--- src/rtl/req_pending_if.sv ---
// Handshake and status bundle between the request capture stage and its consumer.
// The master side drives the request and control lines; the slave is the capture block.
interface req_pending_if #(
  parameter int N     = 4,
  parameter int IDX_W = 2,
  parameter int CNT_W = 8
);
  logic [N-1:0]     req_in;
  logic [N-1:0]     mask_in;
  logic [N-1:0]     pending_out;
  logic             evt_valid;
  logic [IDX_W-1:0] evt_idx;
  logic             evt_ready;
  logic [IDX_W-1:0] drop_sel;
  logic [CNT_W-1:0] drop_cnt;
  logic             drop_clr;

  modport master (
    output req_in, mask_in, evt_ready, drop_sel, drop_clr,
    input  pending_out, evt_valid, evt_idx, drop_cnt
  );

  modport slave (
    input  req_in, mask_in, evt_ready, drop_sel, drop_clr,
    output pending_out, evt_valid, evt_idx, drop_cnt
  );
endinterface

--- src/rtl/req_pending_latch.sv ---
// Rising-edge request capture with sticky pending bits, a one-at-a-time event
// offer (lowest index first) and per-source saturating drop counters.
module req_pending_latch #(
  parameter int N     = 4,
  parameter int IDX_W = 2,
  parameter int CNT_W = 8
) (
  input logic         clk,
  input logic         rst_n,
  req_pending_if.slave bus
);

  typedef enum logic {IDLE, OFFER} state_t;

  state_t           state_q;
  logic [N-1:0]     req_q;
  logic [N-1:0]     pending_q;
  logic             evt_valid_q;
  logic [IDX_W-1:0] evt_idx_q;
  logic [CNT_W-1:0] drop_q [N];

  logic [N-1:0]     rise;
  logic [N-1:0]     avail;
  logic [N-1:0]     clr_vec;
  logic             accept;

  function automatic logic [IDX_W-1:0] lowest_idx(input logic [N-1:0] v);
    lowest_idx = '0;
    for (int i = N - 1; i >= 0; i--) begin
      if (v[i]) lowest_idx = IDX_W'(i);
    end
  endfunction

  function automatic logic [CNT_W-1:0] sat_inc(input logic [CNT_W-1:0] c);
    sat_inc = (&c) ? c : c + 1'b1;
  endfunction

  assign rise   = bus.req_in & ~req_q;
  assign avail  = pending_q & ~bus.mask_in;
  assign accept = (state_q == OFFER) & evt_valid_q & bus.evt_ready;

  always_comb begin
    clr_vec = '0;
    clr_vec[evt_idx_q] = accept;
  end

  // Edge detect and sticky pending; a fresh rise beats an accept-clear on the same bit.
  always_ff @(posedge clk) begin
    if (!rst_n) begin
      req_q     <= '0;
      pending_q <= '0;
    end else begin
      req_q     <= bus.req_in;
      pending_q <= rise | (pending_q & ~clr_vec);
    end
  end

  // Offer FSM: an offer, once made, holds until the consumer takes it.
  always_ff @(posedge clk) begin
    if (!rst_n) begin
      state_q     <= IDLE;
      evt_valid_q <= 1'b0;
      evt_idx_q   <= '0;
    end else begin
      case (state_q)
        IDLE: begin
          if (|avail) begin
            evt_idx_q   <= lowest_idx(avail);
            evt_valid_q <= 1'b1;
            state_q     <= OFFER;
          end
        end
        OFFER: begin
          if (accept) begin
            evt_valid_q <= 1'b0;
            state_q     <= IDLE;
          end
        end
        default: begin
          evt_valid_q <= 1'b0;
          state_q     <= IDLE;
        end
      endcase
    end
  end

  // Drop counters: a rise onto a bit that stays pending is lost; clear beats increment.
  always_ff @(posedge clk) begin
    for (int i = 0; i < N; i++) begin
      if (!rst_n || bus.drop_clr) begin
        drop_q[i] <= '0;
      end else if (rise[i] && pending_q[i] && !clr_vec[i]) begin
        drop_q[i] <= sat_inc(drop_q[i]);
      end
    end
  end

  assign bus.pending_out = avail;
  assign bus.evt_valid   = evt_valid_q;
  assign bus.evt_idx     = evt_idx_q;
  assign bus.drop_cnt    = drop_q[bus.drop_sel];

endmodule

--- src/flat_wrapper.sv ---
// flat-port wrapper written by rule: the top's interface ports become plain ports
module req_pending_latch_flat 
#(
  parameter int N     = 4,
  parameter int IDX_W = 2,
  parameter int CNT_W = 8
)
  (clk, rst_n, bus_req_in, bus_mask_in, bus_evt_ready, bus_drop_sel, bus_drop_clr, bus_pending_out, bus_evt_valid, bus_evt_idx, bus_drop_cnt);
  req_pending_if #(.N(N), .IDX_W(IDX_W), .CNT_W(CNT_W)) bus_i ();
  input logic clk;
  input logic rst_n;
  input wire logic [$bits(bus_i.req_in)-1:0] bus_req_in;
  input wire logic [$bits(bus_i.mask_in)-1:0] bus_mask_in;
  input wire logic [$bits(bus_i.evt_ready)-1:0] bus_evt_ready;
  input wire logic [$bits(bus_i.drop_sel)-1:0] bus_drop_sel;
  input wire logic [$bits(bus_i.drop_clr)-1:0] bus_drop_clr;
  output wire logic [$bits(bus_i.pending_out)-1:0] bus_pending_out;
  output wire logic [$bits(bus_i.evt_valid)-1:0] bus_evt_valid;
  output wire logic [$bits(bus_i.evt_idx)-1:0] bus_evt_idx;
  output wire logic [$bits(bus_i.drop_cnt)-1:0] bus_drop_cnt;
  assign bus_i.req_in = bus_req_in;
  assign bus_i.mask_in = bus_mask_in;
  assign bus_i.evt_ready = bus_evt_ready;
  assign bus_i.drop_sel = bus_drop_sel;
  assign bus_i.drop_clr = bus_drop_clr;
  assign bus_pending_out = bus_i.pending_out;
  assign bus_evt_valid = bus_i.evt_valid;
  assign bus_evt_idx = bus_i.evt_idx;
  assign bus_drop_cnt = bus_i.drop_cnt;
  req_pending_latch #(.N(N), .IDX_W(IDX_W), .CNT_W(CNT_W)) u_core (.clk(clk), .rst_n(rst_n), .bus(bus_i));
endmodule
--- config.mk ---
export PLATFORM = sky130hd
export DESIGN_NAME = req_pending_latch_flat
export DESIGN_NICKNAME = d
export VERILOG_FILES = /design/src/rtl/req_pending_if.sv /design/src/rtl/req_pending_latch.sv /design/src/flat_wrapper.sv
export SDC_FILE = /design/constraint.sdc
export NUM_CORES = 1
export LEC_CHECK = 0
export BUFFER_PORTS_ARGS = -buffer_cell sky130_fd_sc_hd__clkbuf_2
export CAP_MARGIN = 25
export CORE_AREA = 3 3 72 74
export CTS_CLUSTER_DIAMETER = 120
export CTS_CLUSTER_SIZE = 10
export DETAILED_ROUTE_END_ITERATION = 7
export DIE_AREA = 0 0 75 77
export PLACE_DENSITY = 0.73
export SYNTH_ARGS = -nofsm -noshare
export SYNTH_HDL_FRONTEND = slang
export SYNTH_SLANG_ARGS = --single-unit
--- constraint.sdc ---
create_clock -name clk -period 1.5 [get_ports clk]
set_input_delay 0.3 -clock clk [delete_from_list [all_inputs] [get_ports clk]]
set_output_delay 0.3 -clock clk [all_outputs]
set_load 0.02 [all_outputs]
After elaboration in Yosys (flattened, before gate mapping)
Memory sizes are Yosys's and may differ from the RTL's.
Cells that the tools add are included.
{"block": "classes", "magnitude_cmp": 2, "n_reduce_logical": 22, "n_mul": 0, "add_sub_neg": 4, "div": 0, "n_eq_ne": 2, "mux": 34, "n_shift": 0, "n_bitwise": 15}
{"op": "$mux W8", "count": 8}
{"op": "$add A8 B1 Y8 const B", "count": 4}
{"op": "$reduce_and A8 Y1", "count": 4}
{"op": "$mux W1", "count": 19}
{"op": "$and A4 B4 Y4", "count": 4}
{"op": "$not A4 Y4", "count": 3}
{"op": "$logic_and A1 B1 Y1", "count": 9}
{"op": "$mux W2", "count": 4}
{"op": "$logic_not A1 Y1", "count": 5}
{"op": "$or A1 B1 Y1", "count": 4}
{"op": "$or A4 B4 Y4", "count": 1}
{"op": "$pmux W1 S2", "count": 2}
{"op": "$reduce_and A2 Y1", "count": 2}
{"op": "$reduce_or A4 Y1", "count": 1}
{"op": "$lt A2 B3 Y1 const B", "count": 1}
{"op": "$and A1 B1 Y1", "count": 2}
{"op": "$demux W1 S2", "count": 1}
{"op": "$ge A2 B1 Y1 const B", "count": 1}
{"op": "$ne A2 B1 Y1 const B", "count": 1}
{"op": "$ne A2 B2 Y1 const B", "count": 1}
{"op": "$logic_or A1 B1 Y1", "count": 1}
{"op": "$not A1 Y1", "count": 1}
{"block": "word_totals", "mem_bits_rw": 32, "latchBits": 0, "rom_bits": 0, "regBits": 12, "mem_count": 1, "inputBits": 14, "elab_cells": 85}
{"name": "u_core.drop_q", "depth": 4, "width": 8, "read_ports": 5, "rd_ports_with_merged_regs": 0, "write_ports": 4, "line": "req_pending_latch.sv:20", "source": "logic [CNT_W-1:0] drop_q [N];"}

Longest topological paths before layout
Gate-level depths: netlist of run 1.
{"block": "depth", "word_depth": 11, "ltp_mapped": 5, "ltp_nobuf": 5}

Worst setup path before layout of run 1
No wires, ideal clock.
{"block": "synth_path", "kind": "register -> register", "start": "reg u_core.evt_idx_q[0], in the netlist u_core.bus.evt_idx[0]", "end": "mem u_core.drop_q[0][0] (enable)", "arrival_ns": 1.349, "required_time_ns": 1.157, "slack_ns": -0.192, "stages_incl_launch_ff": 5, "period_less_slack_ns": 1.692, "cell_sequence": "dfxtp_1 > o31ai_1 > or3_1 > buf_6 > o21ai_2"}
{"element": "start, declared", "line": "req_pending_latch.sv:19", "source": "logic [IDX_W-1:0] evt_idx_q;"}
{"element": "start signal, assigned", "line": "req_pending_latch.sv:68", "source": "evt_idx_q <= lowest_idx(avail);"}
{"element": "end, declared", "line": "req_pending_latch.sv:20"}

==> qor.txt, run 1 <==
iteration count of the initial detailed-routing pass = 4
CP Max Fanout = 2
f_max = 561.8 MHz
I/O pin count = 29
Synth async-reset ratio = 0%
slew margin rel. = 50.35%
Period minus WS final = 1780 ps
# setup viols final = 40
post-synthesis sequential area ratio = 51.70%
FILL cells = 314
DIE HEIGHT = 77 um
number of enable flip-flop cells after synthesis = 32
Netlist Area Pre-Place = 0.002323 mm2
Final Hold Fails = 0
hpwl dp = 3.721 mm
post-cts hold buffer count = 0
crit path DAT = 1480 ps
synthesized instance count = 211
Period Utilization, post-route = 118.7%
top cell type's share of synthesized area = 41.36%
Post-layout nets = 327
Synth Register Bits = 44
failing checks = setup timing
clk_lat worst skew = 290 ps
layout cells sized above 1 = 46.45%
Combinational Power Share = 17.3%
Post-DP Area = 0.002829 mm2
worst vdd ir = 0.0007318 V
critical path cell sequence = buf_6 -> mux4_2 -> buf_8
Slew Limit Fails = 0
total of max-cap violations = 0
Top FF cell, synth = edfxtp_1
diode count = 0
Clock power frac = 31.1%
fin area = 0.003356 mm2
Detailed Route Iter0 Violations = 167
DRT antenna net count = 0
Initial Utilization = 49.85%
DRC errors left = 0
area grow syn2layout = 44.43%
top cells by area, synth = edfxtp_1 41%, dfxtp_1 10%, mux4_2 7.8%, nor2_1 6.6%, xnor2_1 6.0%
run status = finished, violations left
total wire length = 5.387 mm
RePlAce Congestion = 0.8339
first-pass GRT wire length = 8.673 mm
Switching Fraction = 23.20%
RSZ-0062 raised after global routing = yes
clock buffer depth = 2
largest net degree at the start of global routing = 14
Pwr Total = 2.761 mW
fin util = 72.00%
post-synth top area cell = edfxtp_1
area of the core = 0.004661 mm2
slew at the pin closest to its max-slew limit = 743.2 ps
Layout Cells excl Fill = 364
Tot GR Track Use = 19.94%
DR vias = 1888
GRT overflow = 0
CTS tree = done
H-tree depth = 2
critical path's slowest cell = mux4_2
Int Power = 2.121 mW
slowest stage delay, CP = 480 ps
CTS Sinks = 44
Final WS setup = -279.9 ps
startpoint types = flip-flop
Placed Instances = 327
Power Density = 822.8 mW/mm2
CP Class = flip-flop to primary output
post-place setup slack = -134.4 ps
reg-to-reg slack, setup = -160 ps
Yosys cell types = 28
leakage power = 1.365 nW
synth warn = 0
Die X = 75 um
die area = 0.005775 mm2
Reg power frac = 51.6%
syn_area_per_cell = 11.01 um2
Mapped Nets = 229
initial antenna violation count = 0
Worst Skew = 6.853 ps
vias in the first global route = 1818
root buffer cell = clkbuf_8
CP endpoint kind = primary output
HP Class = primary input to flip-flop
Vias/cell = 5.187
Clock transition at path regs = 80 ps
I/O Buffers = 28
WL/cell = 14.80 um
Num CTS Buffers = 5
site row count = 25
Data required, critical path = 1200 ps
Switch Pwr = 0.6404 mW
[power by group through the flow]
| stage | Clock [mW] | Sequential [mW] | Combinational (mW) |
|---|---|---|---|
| 2_1_floorplan | 0 | 1.45 | 0.204 |
| 3_3_place_gp | 0 | 1.45 | 0.357 |
| 3_5_place_dp | 0 | 1.45 | 0.362 |
| 4_1_cts | 0.884 | 1.42 | 0.427 |
| 5_1_grt | 0.923 | 1.43 | 0.519 |
| 6_report | 0.859 | 1.43 | 0.477 |
[cell families (layout without fill, tap and decap cells)]
kind of cell / count (synthesis) / after routing / synth area share, %
AND/OR/NAND/NOR: 98 / 98 / 19.82
flip-flops: 44 / 44 / 51.70
XOR/XNOR: 24 / 24 / 9.047
AO/OA/AOI/OAI: 19 / 19 / 5.600
buffers and inverters: 13 / 112 / 3.500
multiplexers: 9 / 9 / 8.185
adder cells (fa/ha/maj): 4 / 4 / 2.154
[cell type report]
cell class	count	area [um2]	share of cell area, %
clock buffers	6	72.57	2.163
repair buffers	98	745.7	22.22
well taps	54	67.56	2.013
inverters	6	22.52	0.6711
multi-input cells	154	1206	35.94
flip-flops and latches	44	1206	35.94
clock inverters	2	35.03	1.044
[Yosys cell counts (4+ instances only)]
library cell,number
nor2_1,41
edfxtp_1,32
xnor2_1,16
nand2_1,14
nand3_1,13
dfxtp_1,12
mux4_2,8
xor2_1,8
nor2b_1,7
inv_1,6
a21boi_0,5
nand2b_1,5
o21ai_0,5
and2_1,4
and3_1,4
buf_6,4
ha_1,4
nor3_1,4
o21ai_2,4
or3_1,4
[path summary, 6_finish.rpt]
check | from | end | cells past startpoint
hold reg to reg | u_core.pending_q[0]$_SDFF_PN0_ | u_core.pending_q[0]$_SDFF_PN0_ | 2
setup / recovery | u_core.drop_q[1][0]$_SDFFCE_PN0P_ | bus_drop_cnt[0] | 3
setup reg to reg | u_core.drop_q[1][0]$_SDFFCE_PN0P_ | u_core.drop_q[1][2]$_SDFFCE_PN0P_ | 6
hold / removal | bus_req_in[0] | u_core.req_q[0]$_SDFF_PN0_ | 2
[flip-flops by register name, indices dropped and copies added, names as in the netlist]
| register | cells |
|---|---|
| u_core.drop_q | 32 |
| u_core.pending_q | 4 |
| u_core.req_q | 4 |
| u_core.bus.evt_idx | 2 |
| u_core.bus.evt_valid | 1 |
| u_core.state_q | 1 |
[per-layer routing]
metal | share of wire (%) | GRT usage (%) | vias to the layer above | wire length, um
met5 | 0 | 0 | - | 0
met4 | 1.8 | 6.228 | 0 | 96
met3 | 6.9 | 3.145 | 12 | 371
met2 | 51 | 33.45 | 68 | 2754
met1 | 40 | 25.92 | 880 | 2164
li1 | - | - | 928 | -
[metrics by stage]
stage / hold WS (ps) / setup TNS, ps
2_1_floorplan: 421.7 / -369.3
3_3_place_gp: 500.8 / -4117
3_5_place_dp: 505.7 / -4201
4_1_cts: 221.4 / -4763
5_1_grt: 221.1 / -8221
6_report: 226.0 / -5568
[worst max-delay path: cells and delay by family (launching register included)]
kind	cells	cell delay, ps
buffers and inverters	2	290
DFF	1	420
muxes	1	480
[layout by cell type (no fill, tap or decap), drive strengths merged]
cell | Yosys | routed
buf | 6 | 78
nor2 | 41 | 41
edfxtp | 32 | 32
clkbuf | 1 | 26
xnor2 | 16 | 16
nand2 | 14 | 14
nand3 | 13 | 13
dfxtp | 12 | 12
o21ai | 9 | 9
mux4 | 8 | 8
xor2 | 8 | 8
nor2b | 7 | 7
inv | 6 | 6
nand2b | 5 | 5
a21boi | 5 | 5
and3 | 4 | 4
and2 | 4 | 4
or3 | 4 | 4
ha | 4 | 4
nor3 | 4 | 4
o31ai | 2 | 2
a21oi | 2 | 2
nand4 | 1 | 1
nor4 | 1 | 1
o21a | 1 | 1
mux2i | 1 | 1
clkinv | 0 | 1
bufinv | 0 | 1
[timing repair]
action	4_1_cts	5_1_grt
gates resized for setup	22	33
setup endpoints to repair	40	47
pin swaps	7	5
setup buffers	19	11
(Power assumes the default switching activity.)
==> run 2, diff against run 1 <==
--- a/config.mk
+++ b/config.mk
@@ -13,6 +13,7 @@
 export DETAILED_ROUTE_END_ITERATION = 7
 export DIE_AREA = 0 0 75 77
 export PLACE_DENSITY = 0.73
+export REMOVE_ABC_BUFFERS = 1
 export SYNTH_ARGS = -nofsm -noshare
 export SYNTH_HDL_FRONTEND = slang
 export SYNTH_SLANG_ARGS = --single-unit
==> run 2 against run 1 <==
The flow still finishes with violations (setup timing). Utilization shrank 0.080 points. Global-route usage shrank 0.22 points. Combinational power barely moved. Sequential share of layout area is 0.11 points lower. Wire length grew 5.2%. Power increased by 13%. First-iteration DRC count fell by 7.2%. Critical path depth unchanged. Sequential power is essentially flat.
==> qor.txt, run 2 (synthesized netlist as in run 1, its figures left out) <==
run status = finished, violations left
failing checks = setup timing
Period minus WS final = 1778 ps
CP Class = flip-flop to primary output
DIE HEIGHT = 77 um
WL/cell = 15.69 um
area grow syn2layout = 44.26%
Num CTS Buffers = 5
Switching Fraction = 21.46%
RePlAce Congestion = 0.8117
CP endpoint kind = primary output
diode count = 0
most frequent cells in the layout = 54 x buf_4, 39 x nor2_1, 32 x edfxtp_1
Clock power frac = 39.3%
leakage power = 1.370 nW
DR vias = 1924
Post-DP Area = 0.002803 mm2
fin area = 0.003352 mm2
Switch Pwr = 0.6713 mW
DRT antenna net count = 0
slew at the pin closest to its max-slew limit = 584.0 ps
I/O Buffers = 28
startpoint types = flip-flop
hpwl dp = 3.795 mm
Die X = 75 um
Final Hold Fails = 0
root buffer cell = clkbuf_8
Period Utilization, post-route = 118.5%
area of the core = 0.004661 mm2
first-pass GRT wire length = 8.500 mm
largest net degree at the start of global routing = 15
DRC errors left = 0
post-cts hold buffer count = 0
CTS Sinks = 44
Slew Limit Fails = 0
CTS tree = done
Initial Utilization = 49.85%
CP Max Fanout = 2
hold slack final = 228.8 ps
CP startpoint = u_core.drop_q[3][0]$_SDFFCE_PN0P_
site row count = 25
clock buffer depth = 2
max FFs per register = 32
reg-to-reg slack, setup = -180 ps
Tot GR Track Use = 19.71%
Reg with most FFs = u_core.drop_q
RSZ-0062 raised after global routing = yes
f_max = 562.4 MHz
Vias/cell = 5.330
# setup viols final = 42
Combinational Power Share = 15.3%
H-tree depth = 2
layout cells sized above 1 = 45.28%
commonest non-fill, non-tap cell in the layout = buf_4
Reg power frac = 45.5%
RR Startpoint = u_core.drop_q[3][0]$_SDFFCE_PN0P_
I/O pin count = 29
Data required, critical path = 1200 ps
HP Class = primary input to flip-flop
Post-layout nets = 324
vias in the first global route = 1845
worst vdd ir = 0.0007168 V
largest registers = u_core.drop_q: 32 flops, u_core.pending_q: 4 flops, u_core.req_q: 4 flops
r2r endpoint = u_core.drop_q[3][6]$_SDFFCE_PN0P_
Clock transition at path regs = 80 ps
Worst Skew = 5.701 ps
die area = 0.005775 mm2
crit path to = bus_drop_cnt[0]
Register-to-Register Path Depth = 8
clk_lat worst skew = 290 ps
total of max-cap violations = 0
Final WS setup = -278.1 ps
slew margin rel. = 60.98%
Power Density = 933.2 mW/mm2
GRT overflow = 0
total wire length = 5.665 mm
iteration count of the initial detailed-routing pass = 4
Int Power = 2.457 mW
crit path DAT = 1480 ps
initial antenna violation count = 0
Detailed Route Iter0 Violations = 155
-- run 2: cell count changes in the layout (fill, tap and decap cells not counted), moves of 3 or more --
cell	previous run	this run
dfxtp_1	8	12
o21ai_4	4	1
buf_6	12	20
nand2_2	0	3
buf_4	64	54
dfxtp_2	4	0
o21ai_2	0	3
-- run 2: area by class of cell --
cell class	count	area [um2]
fill	319	1309
sequential	44	1201
multi-input combinational	154	1156
timing repair buffer	95	745.7
clock inverter	3	90.09
clock buffer	5	68.82
tap	54	67.56
inverter	6	22.52
-- run 2: worst min-delay path by stage --
stage                                   startpoint                                  to  slack [ps]  cells after the start
floorplan                                    rst_n  u_core.bus.evt_idx[1]$_SDFFE_PN0P_         420                      2
global placement    u_core.pending_q[0]$_SDFF_PN0_      u_core.pending_q[0]$_SDFF_PN0_         510                      2
detailed placement  u_core.pending_q[0]$_SDFF_PN0_      u_core.pending_q[0]$_SDFF_PN0_         520                      2
CTS                                  bus_req_in[1]          u_core.req_q[1]$_SDFF_PN0_         230                      2
global route                         bus_req_in[1]          u_core.req_q[1]$_SDFF_PN0_         220                      2
finish                               bus_req_in[0]          u_core.req_q[0]$_SDFF_PN0_         230                      2
-- run 2: power groups by stage --
stage               sequential (mW)  combinational, mW  clock [mW]
floorplan                      1.45              0.182           0
global placement               1.45              0.360           0
detailed placement             1.45              0.364           0
CTS                            1.42              0.419        1.25
global route                   1.43              0.516        1.31
finish                         1.42              0.477        1.23
-- run 2: critical path, stage by stage (launching register included) --
cell and delay [ps]:
edfxtp_1 420, buf_6 140, mux4_2 480, buf_8 150
-- run 2: timing repair --
action,CTS,global route
setup buffers,16,7
pin swaps,6,6
gates resized for setup,14,51
setup endpoints to repair,40,57
-- run 2: layer usage --
| layer | up-vias | track usage, % | share of wire (%) |
|---|---|---|---|
| li1 | 929 | - | - |
| met2 | 67 | 32.58 | 53 |
| met3 | 6 | 4.325 | 5.2 |
| met4 | 0 | 6.762 | 1.3 |
| met1 | 922 | 25.02 | 40 |
| met5 | - | 0 | 0 |
-- run 2: stage by stage --
stage | total power [mW] | setup slack [ps] | util (%) | TNS, ps | instances
global route | 3.256 | -324.5 | 71.92 | -8093 | 361
finish | 3.128 | -278.1 | 71.92 | -5519 | 361
floorplan | 1.634 | -207.4 | - | -6346 | 204
global placement | 1.807 | -102.6 | 60.13 | -2702 | 330
CTS | 3.081 | -275.4 | 67.36 | -4405 | 354
detailed placement | 1.813 | -112.2 | 60.13 | -3482 | 330
